## config.mk

```make
export PLATFORM = sky130hd
export DESIGN_NAME = factorial_ctrl
export DESIGN_NICKNAME = d
export VERILOG_FILES = /design/src/rtl/factorial_ctrl.sv
export SDC_FILE = /design/constraint.sdc
export NUM_CORES = 1
export LEC_CHECK = 0
export ABC_AREA = 1
export BUFFER_PORTS_ARGS = -buffer_cell sky130_fd_sc_hd__buf_2
export CAP_MARGIN = 20
export CORE_MARGIN = 8
export CORE_UTILIZATION = 48
export CTS_CLUSTER_SIZE = 12
export DETAILED_ROUTE_END_ITERATION = 12
export PLACE_DENSITY = 0.82
export SYNTH_ARGS = -nofsm -noshare
export SYNTH_HDL_FRONTEND = slang
export SYNTH_SLANG_ARGS = --single-unit
```

## constraint.sdc

```tcl
create_clock -name clk -period 1.6 [get_ports clk]
set_input_delay 0.32 -clock clk [delete_from_list [all_inputs] [get_ports clk]]
set_output_delay 0.32 -clock clk [all_outputs]
set_load 0.02 [all_outputs]
```

## src/rtl/factorial_ctrl.sv

```systemverilog
// Sequencing FSM for the 8-bit factorial datapath: loads n, 1 and the constant 1,
// then alternates acc*=k / k-=1 until k reaches 1 and latches acc into the output register.
module factorial_ctrl #(
    parameter int         WIDTH    = 8,
    parameter logic [2:0] OP_PASSA = 3'b000,
    parameter logic [2:0] OP_SUB   = 3'b010,
    parameter logic [2:0] OP_MUL   = 3'b011
) (
    input  logic             clk,
    input  logic             rst,
    input  logic             start,
    input  logic [WIDTH-1:0] n_i,
    input  logic             compare,
    output logic [WIDTH-1:0] Data_i,
    output logic             IE,
    output logic             we,
    output logic [1:0]       wa,
    output logic             rea,
    output logic             reb,
    output logic [1:0]       raa,
    output logic [1:0]       rab,
    output logic [2:0]       Sel_alu,
    output logic             OE,
    output logic             busy,
    output logic             done
);

    // state    | meaning
    // IDLE     | waiting for start
    // LOAD_N   | R0 (k) <= n
    // LOAD_ONE | R1 (acc) <= 1
    // LOAD_K   | R2 <= constant 1
    // CHECK    | ALU passes k; leave loop when k == 1 or n <= 1
    // MUL      | acc <= acc * k
    // DEC      | k <= k - 1
    // OUTPUT   | ALU passes acc into the output register
    // DONE     | result valid, one-cycle done pulse
    typedef enum logic [3:0] {
        S_IDLE     = 4'd0,
        S_LOAD_N   = 4'd1,
        S_LOAD_ONE = 4'd2,
        S_LOAD_K   = 4'd3,
        S_CHECK    = 4'd4,
        S_MUL      = 4'd5,
        S_DEC      = 4'd6,
        S_OUTPUT   = 4'd7,
        S_DONE     = 4'd8
    } state_t;

    state_t           state, state_nxt;
    logic [WIDTH-1:0] n_q;
    logic             z_q;

    always_ff @(posedge clk or posedge rst) begin
        if (rst) begin
            state <= S_IDLE;
            n_q   <= '0;
            z_q   <= 1'b0;
        end else begin
            state <= state_nxt;
            if (state == S_IDLE && start) begin
                n_q <= n_i;
                z_q <= (n_i <= WIDTH'(1));
            end
        end
    end

    always_comb begin
        state_nxt = S_IDLE;
        Data_i    = '0;
        IE        = 1'b0;
        we        = 1'b0;
        wa        = 2'd0;
        rea       = 1'b0;
        reb       = 1'b0;
        raa       = 2'd0;
        rab       = 2'd0;
        Sel_alu   = OP_PASSA;
        OE        = 1'b0;
        busy      = 1'b1;
        done      = 1'b0;
        case (state)
            S_IDLE: begin
                busy      = 1'b0;
                state_nxt = start ? S_LOAD_N : S_IDLE;
            end
            S_LOAD_N: begin
                IE        = 1'b1;
                Data_i    = n_q;
                we        = 1'b1;
                wa        = 2'd0;
                state_nxt = S_LOAD_ONE;
            end
            S_LOAD_ONE: begin
                IE        = 1'b1;
                Data_i    = WIDTH'(1);
                we        = 1'b1;
                wa        = 2'd1;
                state_nxt = S_LOAD_K;
            end
            S_LOAD_K: begin
                IE        = 1'b1;
                Data_i    = WIDTH'(1);
                we        = 1'b1;
                wa        = 2'd2;
                state_nxt = S_CHECK;
            end
            S_CHECK: begin
                rea       = 1'b1;
                raa       = 2'd0;
                Sel_alu   = OP_PASSA;
                // z_q covers n = 0, where k never reaches 1
                state_nxt = (compare || z_q) ? S_OUTPUT : S_MUL;
            end
            S_MUL: begin
                rea       = 1'b1;
                reb       = 1'b1;
                raa       = 2'd1;
                rab       = 2'd0;
                Sel_alu   = OP_MUL;
                we        = 1'b1;
                wa        = 2'd1;
                state_nxt = S_DEC;
            end
            S_DEC: begin
                rea       = 1'b1;
                reb       = 1'b1;
                raa       = 2'd0;
                rab       = 2'd2;
                Sel_alu   = OP_SUB;
                we        = 1'b1;
                wa        = 2'd0;
                state_nxt = S_CHECK;
            end
            S_OUTPUT: begin
                rea       = 1'b1;
                raa       = 2'd1;
                Sel_alu   = OP_PASSA;
                OE        = 1'b1;
                state_nxt = S_DONE;
            end
            S_DONE: begin
                done      = 1'b1;
                state_nxt = S_IDLE;
            end
            default: begin
                busy      = 1'b0;
                state_nxt = S_IDLE;
            end
        endcase
    end

endmodule

```

Yosys cells after proc, flatten, opt, wreduce, memory -nomap -nowiden

Cells that the tools add are included.

Memories: 0
Register bits: 13
Logic and storage cells: 39
ROM bits: 0
Memory bits (writable): 0
Input port bits: 12
Latch bits: 0

$mul: 0
Equal/unequal tests: 8
Shifts and indexed selects: 0
Bitwise gates (word level): 0
Magnitude comparators: 1
Reductions and logical operators: 12
Add/sub/neg operators: 0
Divide/modulo/power cells: 0
Muxes and demuxes: 15

Operator list:

| cell                                                                  | number |
|---|---|
| 4-bit one-hot mux with 7 select lines                                 | 1 |
| 4-bit by 3-bit equality test with 1-bit output, second input constant | 4 |
| 8-bit one-hot mux with 2 select lines                                 | 1 |
| 2-bit OR reduction                                                    | 5 |
| 1-bit 2-to-1 mux                                                      | 9 |
| 4-bit by 2-bit equality test with 1-bit output, second input constant | 2 |
| 8-bit by 1-bit <= comparator with 1-bit output, second input constant | 1 |
| 2-bit one-hot mux with 2 select lines                                 | 2 |
| 8-bit OR reduction                                                    | 1 |
| 5-bit OR reduction                                                    | 1 |
| 4-bit by 1-bit equality test with 1-bit output, second input constant | 1 |
| 4-bit equality test, second input constant                            | 1 |
| 4-bit logical NOT                                                     | 1 |
| 2-bit 2-to-1 mux                                                      | 2 |
| 4-bit OR reduction                                                    | 1 |
| 3-bit OR reduction                                                    | 1 |
| 1-bit logical AND                                                     | 1 |
| 1-bit logical OR                                                      | 1 |

Logic depth before layout (Yosys ltp)

Depth after elaboration: 3
Depth in mapped cells: 5
Depth with buffers taken out: 5

Least setup slack after synthesis

No wires, ideal clock.

Path type: register -> output
From: register state[3]
To: output port Sel_alu[1]
Data arrival time: 1.412 ns
Path slack: -0.132 ns
Buffers on the path: 1
Stages on the path, launching flop included: 5
Path through: dfrtp_1 -> nor2_2 -> nand2_1 -> nor2_1 -> buf_4

Cells in the longest elaborated chain, start to end: 2

Ends and longest elaborated chain:

| item                                           | line | RTL |
|---|---|---|
| start: declaration                             | 50   | `state_t state, state_nxt;` |
| start signal: assignment                       | 60   | `state <= state_nxt;` |
| 4-bit by 3-bit equality test with 1-bit output | 82   | `case (state)` |
| 2-bit one-hot mux with 2 select lines *        | 82   |  |
| end: declaration                               | 22   | `output logic [2:0] Sel_alu,` |

Mark *: on every way between the ends. The rest lies on a longest branch, timed or not.

Worst setup path in the final report

From: register state[2]
To: output port rab[1]

Cells in the longest elaborated chain, start to end: 2

Ends and longest elaborated chain:

| item                                           | line | RTL |
|---|---|---|
| 4-bit by 3-bit equality test with 1-bit output | 82   |  |
| 2-bit 2-to-1 mux                               | 82   |  |
| end: declaration                               | 21   | `output logic [1:0] rab,` |

Every way passes these cells.

==> flow_summary.json <==
{
  "r2r_cells": 6,
  "dr.pass1.iters": 4,
  "wl_per_cell_um": 11.5,
  "clk_latency_ns": 0.28,
  "crit_path_end_kind": "output port",
  "ys_ff_latch": 13,
  "htreeDepth": 1,
  "r2r_slack_ns": 0.13,
  "worst_ep_required_time_ns": 1.28,
  "r2r-end": "n_q[4]$_DFFE_PP0P_",
  "core_sq_um": 1510,
  "rows": 14,
  "start_util_pct": 51.2,
  "synthXorXnorAreaFrac_pct": 0,
  "use_met1_pct": 13.0,
  "dp_slack_ns": 0.0955,
  "synth-compound-area-share_pct": 4.70,
  "fp.dieH_um": 56.1,
  "die-area_sq_um": 3150,
  "yosys_warnings": 0,
  "hpwl_um": 1410,
  "syn_area_per_cell_sq_um": 6.89,
  "vias": 780,
  "whs_ns": 0.0422,
  "yosysSeqAreaShare_pct": 42.1,
  "grt_first_pass_wirelength_um": 3020,
  "cts_root_buffer": "clkbuf_4",
  "final.setup.tns_ns": -0.192,
  "viasPerCell": 4.56,
  "fmax_mhz": 607,
  "path_clk_slew_ns": 0.08,
  "layout.nets": 168,
  "final_util_pct": 79.2,
  "slew_viol_final": 0,
  "fin_crit_ns": 1.65,
  "path_max_fanout": 5,
  "synth_top_family_by_area": "simple AND/OR/NAND/NOR gates",
  "finalWorstSetupSlack_ns": -0.0474,
  "cts_tree": "built",
  "top_usage_layer": "met2",
  "ant_nets": 0,
  "drcViolationCount": 0,
  "powerDensity_nw_per_um2": 2130,
  "drv_cap": 0,
  "wirelength_um": 1970,
  "instances_no_fill": 171,
  "synthCells": 112,
  "num-fill-cells": 113,
  "p_leak_uw": 0.000685,
  "antenna_found_initial": 0,
  "met3_usage_pct": 5.71,
  "finalHoldViolations": 0,
  "ios": 36,
  "status": "complete, but fails checks",
  "holdCritPathClass": "in -> async",
  "clk_path_buf_depth": 2,
  "syn2layout_area_growth_pct": 54.6,
  "routabilityCongestion": 0.861,
  "worstReg2RegStart": "state[1]$_DFF_PP0_",
  "grt_pass1_vias": 742,
  "critPathLaunchType": "flip-flop",
  "post-route-period-util_pct": 103,
  "finalClockSkew_ns": 0.00372,
  "numPortBuffers": 32,
  "worstPathArrival_ns": 1.33,
  "grt_overflow_total": 0,
  "grt_max_degree": 14,
  "finalSetupViolCount": 7,
  "rsz0062_at_grt": "true",
  "synthAdderAreaFrac_pct": 0,
  "die_x_um": 56.1,
  "grt.total_usage_pct": 11.8,
  "violations": "setup timing",
  "diodes": 0,
  "synthSimpleGateAreaFrac_pct": 35.7,
  "cts_sinks": 13,
  "synth_mux_area_share_pct": 0,
  "placedCellCount": 158,
  "layout-drive-gt1-share_pct": 50.3,
  "syn_area_sq_um": 772,
  "drt_iter0_markers": 10,
  "ir_drop_uv": 1040,
  "crit_type": "reg -> out",
  "synth_cell_type_count": 16,
  "cts_buffers": 3,
  "met2_usage_pct": 17.6
}
## cell usage in the layout, fill, tap and decap left out
cell type	count
clkbuf_4	3
nor2_2	6
conb_1	3
inv_1	19
buf_4	16
o21ai_2	3
nand4_1	1
inv_2	5
buf_6	11
o21ai_1	1
a21oi_2	1
nand2_4	4
nor2_1	10
nand3_2	1
nand2_1	28
clkbuf_1	1
dfrtp_2	3
nand3_1	4
nand2_2	3
dfrtp_1	10
nor2_4	6
nor3_2	1
buf_2	15
## critical path, cell delays in order, from the launching register on
cell,delay (ns)
dfrtp_1,0.41
inv_2,0.07
nor2_4,0.18
inv_2,0.08
nor3_2,0.13
buf_4,0.17
## through the flow
step / instance area (sq um) / power (uW)
finish: 1190 / 2550
global route: 1190 / 2740
CTS: 1090 / 2310
detailed placement: 933 / 1730
global placement: 933 / 1700
floorplan: 787 / 1420
## kinds of logic after synthesis
group | Yosys count
and+or+nand+nor | 64
DFF | 13
buffers and inverters | 29
other | 1
AOI/OAI and AO/OA | 5
## registers in the layout, summed over array words and instances, names as in the netlist
signal	cells
z_q	1
state	4
n_q	8
## layer usage
metal	share of wire [%]	vias to the layer above	wire length, um
met3	7.8	5	154
met5	0	-	0
met1	43	343	847
met2	47	29	922
met4	2.3	0	45
li1	-	403	-
## Yosys cell counts (all sizes together)
master  number  area [sq um]
nand2       35           131
inv         24          90.1
nor2        22           103
dfrtp       13           325
buf          5          41.3
nand3        5          30.0
o21ai        4          31.3
a21oi        1          5.00
conb         1          3.75
nand4        1          6.26
nor3         1          5.00
## how the worst max path moves through the flow
stage                       to               start  slack [ns]
floorplan           Sel_alu[1]  state[3]$_DFF_PP0_       -0.03
global placement     Data_i[6]  state[0]$_DFF_PP0_        0.13
detailed placement   Data_i[6]  state[0]$_DFF_PP0_         0.1
CTS                  Data_i[6]  state[3]$_DFF_PP0_       -0.06
global route         Data_i[0]  state[3]$_DFF_PP0_       -0.12
finish                  rab[1]  state[2]$_DFF_PP0_       -0.05
## final cells by class
| type | instances | area [sq um] | area share (%) |
|---|---|---|---|
| sequential | 13 | 329 | 27.6 |
| timing repair buffer | 42 | 319 | 26.7 |
| clock buffer | 4 | 26.3 | 2.20 |
| inverter | 24 | 90.1 | 7.55 |
| tap | 16 | 20.0 | 1.68 |
| multi-input combinational | 72 | 409 | 34.3 |
## report_power, final
group	total (uW)	internal [uW]	switching (uW)	leakage [uW]
sequential	596	473	123	0.000161
combinational	1750	759	993	0.000509
clock	201	96.9	104	0.0000150
total	2550	1330	1220	0.000685
## repair_timing
item / CTS / global route
setup endpoints to repair: 18 / 20
resized for setup: 30 / 30
pin swaps: 6 / 7
endpoints found under the hold margin: 0 / 0
buffers inserted: 7 / 2
hold buffers: 0 / 0
(Power assumes the default switching activity.)
